$ cat config.mk
export PLATFORM = sky130hd
export DESIGN_NAME = sliced_add_sequencer_flat
export DESIGN_NICKNAME = d
export VERILOG_FILES = /design/src/rtl/sliced_add_sequencer_pkg.sv /design/src/rtl/sliced_add_sequencer_if.sv /design/src/rtl/sliced_add_sequencer_slice_adder.sv /design/src/rtl/sliced_add_sequencer.sv /design/src/flat_wrapper.sv
export SDC_FILE = /design/constraint.sdc
export NUM_CORES = 1
export LEC_CHECK = 0
export ABC_CLOCK_PERIOD_IN_PS = 10450
export CORE_MARGIN = 2
export CORE_UTILIZATION = 35
export CTS_CLUSTER_SIZE = 16
export DETAILED_ROUTE_END_ITERATION = 8
export PLACE_DENSITY = 0.56
export SYNTH_ARGS = -nofsm -noshare
export SYNTH_HDL_FRONTEND = slang
export SYNTH_HIERARCHICAL = 1
export SYNTH_SLANG_ARGS = --single-unit
$ cat constraint.sdc
create_clock -name clk -period 10.45 [get_ports clk]
set_input_delay 1.5675 -clock clk [delete_from_list [all_inputs] [get_ports clk]]
set_output_delay 1.5675 -clock clk [all_outputs]
set_load 0.02 [all_outputs]
$ cat src/rtl/sliced_add_sequencer_pkg.sv
// rtl/sliced_add_sequencer_pkg.sv - shared constants and FSM encoding for the sliced adder
package sliced_add_sequencer_pkg;

  localparam int DEF_WIDTH  = 32;
  localparam int DEF_SLICE  = 8;
  localparam int NUM_SLICES = DEF_WIDTH / DEF_SLICE;
  localparam int IDX_W      = (NUM_SLICES > 1) ? $clog2(NUM_SLICES) : 1;

  typedef enum logic [1:0] {
    IDLE = 2'd0,
    RUN  = 2'd1,
    DONE = 2'd2
  } state_t;

endpackage

$ cat src/rtl/sliced_add_sequencer_if.sv
// rtl/sliced_add_sequencer_if.sv - requester-side handshake and operand/result bundle
interface sliced_add_if #(parameter int WIDTH = 32);

  logic             start;
  logic             sub;
  logic [WIDTH-1:0] a;
  logic [WIDTH-1:0] b;
  logic             Cin;
  logic             busy;
  logic             done;
  logic [WIDTH-1:0] sum;
  logic             Cout;
  logic             of;

  modport master (
    output start, sub, a, b, Cin,
    input  busy, done, sum, Cout, of
  );

  modport slave (
    input  start, sub, a, b, Cin,
    output busy, done, sum, Cout, of
  );

endinterface

$ cat src/rtl/sliced_add_sequencer_slice_adder.sv
// rtl/sliced_add_sequencer_slice_adder.sv - combinational ripple-carry adder slice
module slice_adder #(
  parameter int SLICE = 8
) (
  input  logic [SLICE-1:0] a,
  input  logic [SLICE-1:0] b,
  input  logic             cin,
  output logic [SLICE-1:0] sum,
  output logic             cout
);

  logic c;

  // Ripple the carry bit by bit through the slice
  always_comb begin
    sum = '0;
    c   = cin;
    for (int i = 0; i < SLICE; i++) begin
      sum[i] = a[i] ^ b[i] ^ c;
      c      = (a[i] & b[i]) | (c & (a[i] ^ b[i]));
    end
    cout = c;
  end

endmodule

$ cat src/rtl/sliced_add_sequencer.sv
// rtl/sliced_add_sequencer.sv - multi-cycle add/subtract over one shared narrow adder slice
module sliced_add_sequencer
  import sliced_add_sequencer_pkg::*;
#(
  parameter int WIDTH = DEF_WIDTH,
  parameter int SLICE = DEF_SLICE
) (
  input  logic       clk,
  input  logic       rst,
  sliced_add_if.slave bus
);

  localparam int NUM_SL = WIDTH / SLICE;
  localparam int IX_W   = (NUM_SL > 1) ? $clog2(NUM_SL) : 1;
  localparam logic [IX_W-1:0] LAST_IX = IX_W'(NUM_SL - 1);

  state_t           state;
  logic [IX_W-1:0]  idx;
  logic             carry;
  logic [WIDTH-1:0] op_a;
  logic [WIDTH-1:0] op_b;
  logic [WIDTH-1:0] sum_r;
  logic             cout_r;
  logic             of_r;
  logic             busy_r;
  logic             done_r;

  logic [SLICE-1:0] a_slice;
  logic [SLICE-1:0] b_slice;
  logic [SLICE-1:0] s_sum;
  logic             s_cout;

  // Select the current slice of the latched operands for the shared adder
  always_comb begin
    a_slice = op_a[idx*SLICE +: SLICE];
    b_slice = op_b[idx*SLICE +: SLICE];
  end

  slice_adder #(.SLICE(SLICE)) u_slice (
    .a    (a_slice),
    .b    (b_slice),
    .cin  (carry),
    .sum  (s_sum),
    .cout (s_cout)
  );

  // Sequencer FSM: latch on start, one slice per cycle, flag results on the last slice
  always_ff @(posedge clk) begin
    if (rst) begin
      state  <= IDLE;
      idx    <= '0;
      carry  <= 1'b0;
      op_a   <= '0;
      op_b   <= '0;
      sum_r  <= '0;
      cout_r <= 1'b0;
      of_r   <= 1'b0;
      busy_r <= 1'b0;
      done_r <= 1'b0;
    end else begin
      case (state)
        IDLE: begin
          if (bus.start) begin
            op_a   <= bus.a;
            op_b   <= bus.sub ? ~bus.b : bus.b;
            carry  <= bus.sub | bus.Cin;
            idx    <= '0;
            busy_r <= 1'b1;
            state  <= RUN;
          end
        end
        RUN: begin
          sum_r[idx*SLICE +: SLICE] <= s_sum;
          carry <= s_cout;
          if (idx == LAST_IX) begin
            // Flags are computed from the final slice so they are valid during DONE
            idx    <= '0;
            busy_r <= 1'b0;
            done_r <= 1'b1;
            cout_r <= s_cout;
            of_r   <= (op_a[WIDTH-1] == op_b[WIDTH-1]) &&
                      (s_sum[SLICE-1] != op_a[WIDTH-1]);
            state  <= DONE;
          end else begin
            idx <= idx + 1'b1;
          end
        end
        DONE: begin
          done_r <= 1'b0;
          state  <= IDLE;
        end
        default: state <= IDLE;
      endcase
    end
  end

  assign bus.busy = busy_r;
  assign bus.done = done_r;
  assign bus.sum  = sum_r;
  assign bus.Cout = cout_r;
  assign bus.of   = of_r;

endmodule
$ cat src/flat_wrapper.sv
// flat-port wrapper written by rule: the top's interface ports become plain ports
module sliced_add_sequencer_flat import sliced_add_sequencer_pkg::*;
#(
  parameter int WIDTH = DEF_WIDTH,
  parameter int SLICE = DEF_SLICE
)
  (clk, rst, bus_start, bus_sub, bus_a, bus_b, bus_Cin, bus_busy, bus_done, bus_sum, bus_Cout, bus_of);
  sliced_add_if #(.WIDTH(WIDTH)) bus_i ();
  input  logic clk;
  input  logic rst;
  input wire logic [$bits(bus_i.start)-1:0] bus_start;
  input wire logic [$bits(bus_i.sub)-1:0] bus_sub;
  input wire logic [$bits(bus_i.a)-1:0] bus_a;
  input wire logic [$bits(bus_i.b)-1:0] bus_b;
  input wire logic [$bits(bus_i.Cin)-1:0] bus_Cin;
  output wire logic [$bits(bus_i.busy)-1:0] bus_busy;
  output wire logic [$bits(bus_i.done)-1:0] bus_done;
  output wire logic [$bits(bus_i.sum)-1:0] bus_sum;
  output wire logic [$bits(bus_i.Cout)-1:0] bus_Cout;
  output wire logic [$bits(bus_i.of)-1:0] bus_of;
  assign bus_i.start = bus_start;
  assign bus_i.sub = bus_sub;
  assign bus_i.a = bus_a;
  assign bus_i.b = bus_b;
  assign bus_i.Cin = bus_Cin;
  assign bus_busy = bus_i.busy;
  assign bus_done = bus_i.done;
  assign bus_sum = bus_i.sum;
  assign bus_Cout = bus_i.Cout;
  assign bus_of = bus_i.of;
  sliced_add_sequencer #(.WIDTH(WIDTH), .SLICE(SLICE)) u_core (.clk(clk), .rst(rst), .bus(bus_i));
endmodule
==> metrics <==
Crit Path Class register to register; clk buf depth 2; final hold viol count 0; DR iter-0 viols 255; YS warnings 6; initial antenna violation count 0; first-pass GRT wire length 17,900 um; Worst-Margin Slew between 1000 and 1500 ps; P&R area growth vs syn 31.93%; GRT Util Overall approximately 16%; DR WL/cell between 10 and 15 um; fillers roughly 1,200; PortBufs around 100; post-layout min period between 4000 and 5000 ps; status finished clean; sequential cell area 2102 um^2; total grt overflow 0; CP Capture Type register; core region area ~13,000 um^2; io pins 105; layout cell share with drive strength beyond 1 between 7 and 8%; vias per inst 4.808; CTS Sinks ~110; post-synthesis cell count about 480; Yosys reg bits 105; syn_area_per_cell between 9 and 10 um^2; maximum vdd drop approximately 0.074 mV; DRC 0; Starting Density 36.20%; final cycle utilization of the critical path 47.03%; CTS tree done; met3 GRT Util 2.538%; layout net count between 600 and 700; worst-path maximum fanout 25; layer with the highest usage met2; Die Wd 118.9 um; mapped cell area 4624 um^2; Max-cap violations 0; Tot Pwr 966.8 uW; area of the multi-input gates 2255 um^2; Post-synth EDFFs 0; power density over the cells around 160 nW/um^2; Final Max Tran Viols 0; routability-driven placement congestion ratio ~0.8; Worst Path Required around 11,000 ps; final setup violation count 0; post-CTS sizing 0; clk_lat worst skew about 340 ps; final WL approximately 11,000 um; Row Count between 40 and 50; Netlist cell types 33; Placed Cells about 720; root buffer cell clkbuf_16; hold-fix buffers at CTS 0; Post-Syn Nets 560; Slew HR 32.28%; Num CTS Buffers 9; post-synthesis async set-or-reset flop share 0%; Synth top area share approximately 45%; placed cell area roughly 5700 um^2; Seq/Total Area, Yosys a little under half; die height roughly 120 um; Clock transition at path regs roughly 70 ps; met2 Use GR between 20% and 30%; DR pass1 iterations 4; maximum clock rate just over 200 MHz; ant diodes 0; worst hold-check path type register to register; cell area after layout 6101 um^2; area leader, netlist dfxtp_1; post-route ant nets 0; pin count of the biggest net entering global routing 102; met1 track demand over resource 21.09%; Vias approximately 3,500; Lkg Pwr between 0.002 and 0.0025 uW; vias in the first global route around 3,500; top cells by area, synth dfxtp_1, mux4_2, xnor2_1, nand2_1, a211oi_1; most frequently used flop master after synthesis dfxtp_1; hpwl dp between 7000 and 8000 um; Final TNS setup 0 ps; crit start category register; post-CTS setup repair buffer count 0; # H-tree levels 3; die area ~14,000 um^2; clock skew between 10 and 15 ps; WP data arrival a little over 5000 ps; Finished Layout Cells 735; RSZ-0062 raised after global routing false
-- kinds of logic after synthesis --
| group | synth area share, % |
|---|---|
| mux | 8.225 |
| simple gates | 12.77 |
| buf+inv | 5.898 |
| flops | 45.45 |
| xor+xnor | 6.061 |
| fa+ha+maj | 5.086 |
| compound gates | 16.50 |
-- cells in the mapped netlist, types with 14 or more instances --
cell      count
buf_2        14
mux4_2       16
nor2_1       41
a21oi_1      38
o32ai_1      16
xnor2_1      32
dfxtp_1     105
nand2_1      67
inv_1        30
a211oi_1     33
a22o_1       16
clkbuf_1     22
-- state kept, by name, summed over array words and instances, names as in the netlist, 2 cells and up --
signal          cells
u_core/op_b        32
u_core/state        2
u_core/idx          2
u_core/op_a        32
u_core/bus.sum     32
-- worst max-delay path: stages (launching register included) --
cell      delay [ps]
dfxtp_1          310
buf_4            350
mux4_2           590
fa_1             420
inv_1             70
fa_1             160
inv_1             50
fa_1             370
fa_1             390
fa_1             390
fa_1             390
fa_1             370
inv_1             80
fa_1             400
inv_1            170
a21oi_1           90
a211oi_1         220
-- stage by stage --
step	utilization, %	worst slack, ps	hold WS [ps]
2_1_floorplan	-	5586	433.1
3_5_place_dp	44.98	5504	445.5
6_report	47.76	5535	449.4
3_3_place_gp	44.98	5586	441.5
5_1_grt	47.76	5228	475.6
4_1_cts	47.76	5465	454.7
-- power breakdown --
part	switching, uW	internal (uW)
Sequential	12.2	421
Clock	144	248
Combinational	71.9	70.2
Total	228	739
-- per-layer routing --
layer	part of all wire [%]	vias up
met1	46	1626
li1	-	1806
met2	48	89
met3	3.7	13
met4	1.7	0
met5	0	-
-- worst paths after layout --
check                          to  depth (start not counted)            start  slack (ps)
setup / recovery    u_core/bus.of                         16    u_core/idx[0]        5540
hold / removal    u_core/op_a[26]                          2  u_core/op_a[26]         450
setup reg to reg    u_core/bus.of                         16    u_core/idx[0]        5540
hold reg to reg   u_core/op_a[26]                          2  u_core/op_a[26]         450
-- area by class of cell --
type / instances / area share [%]
multi-input cells: 304 / 36.96
flip-flops and latches: 105 / 34.45
repair buffers: 108 / 17.39
clock buffers: 12 / 4.204
well taps: 172 / 3.527
inverters: 30 / 1.846
clock inverters: 4 / 1.620
-- placed cells by master (no fill, tap or decap), types with 2 or more instances in the layout --
cell and n:
mux2i_1 2, and3b_1 2, dfxtp_1 105, buf_2 2, nand2_1 67, fa_1 8, clkbuf_8 2, o21ai_0 3
ha_1 6, mux4_2 16, a22o_1 16, a22oi_1 2, a211oi_1 33, a21oi_1 38, nor2_1 41, o32ai_1 16
nand2b_1 8, clkdlybuf4s50_1 102, bufinv_16 3, clkbuf_16 9, buf_4 4, xnor2_1 32, inv_1 30, nand3b_1 2
Power figures use the tool's default switching activity.
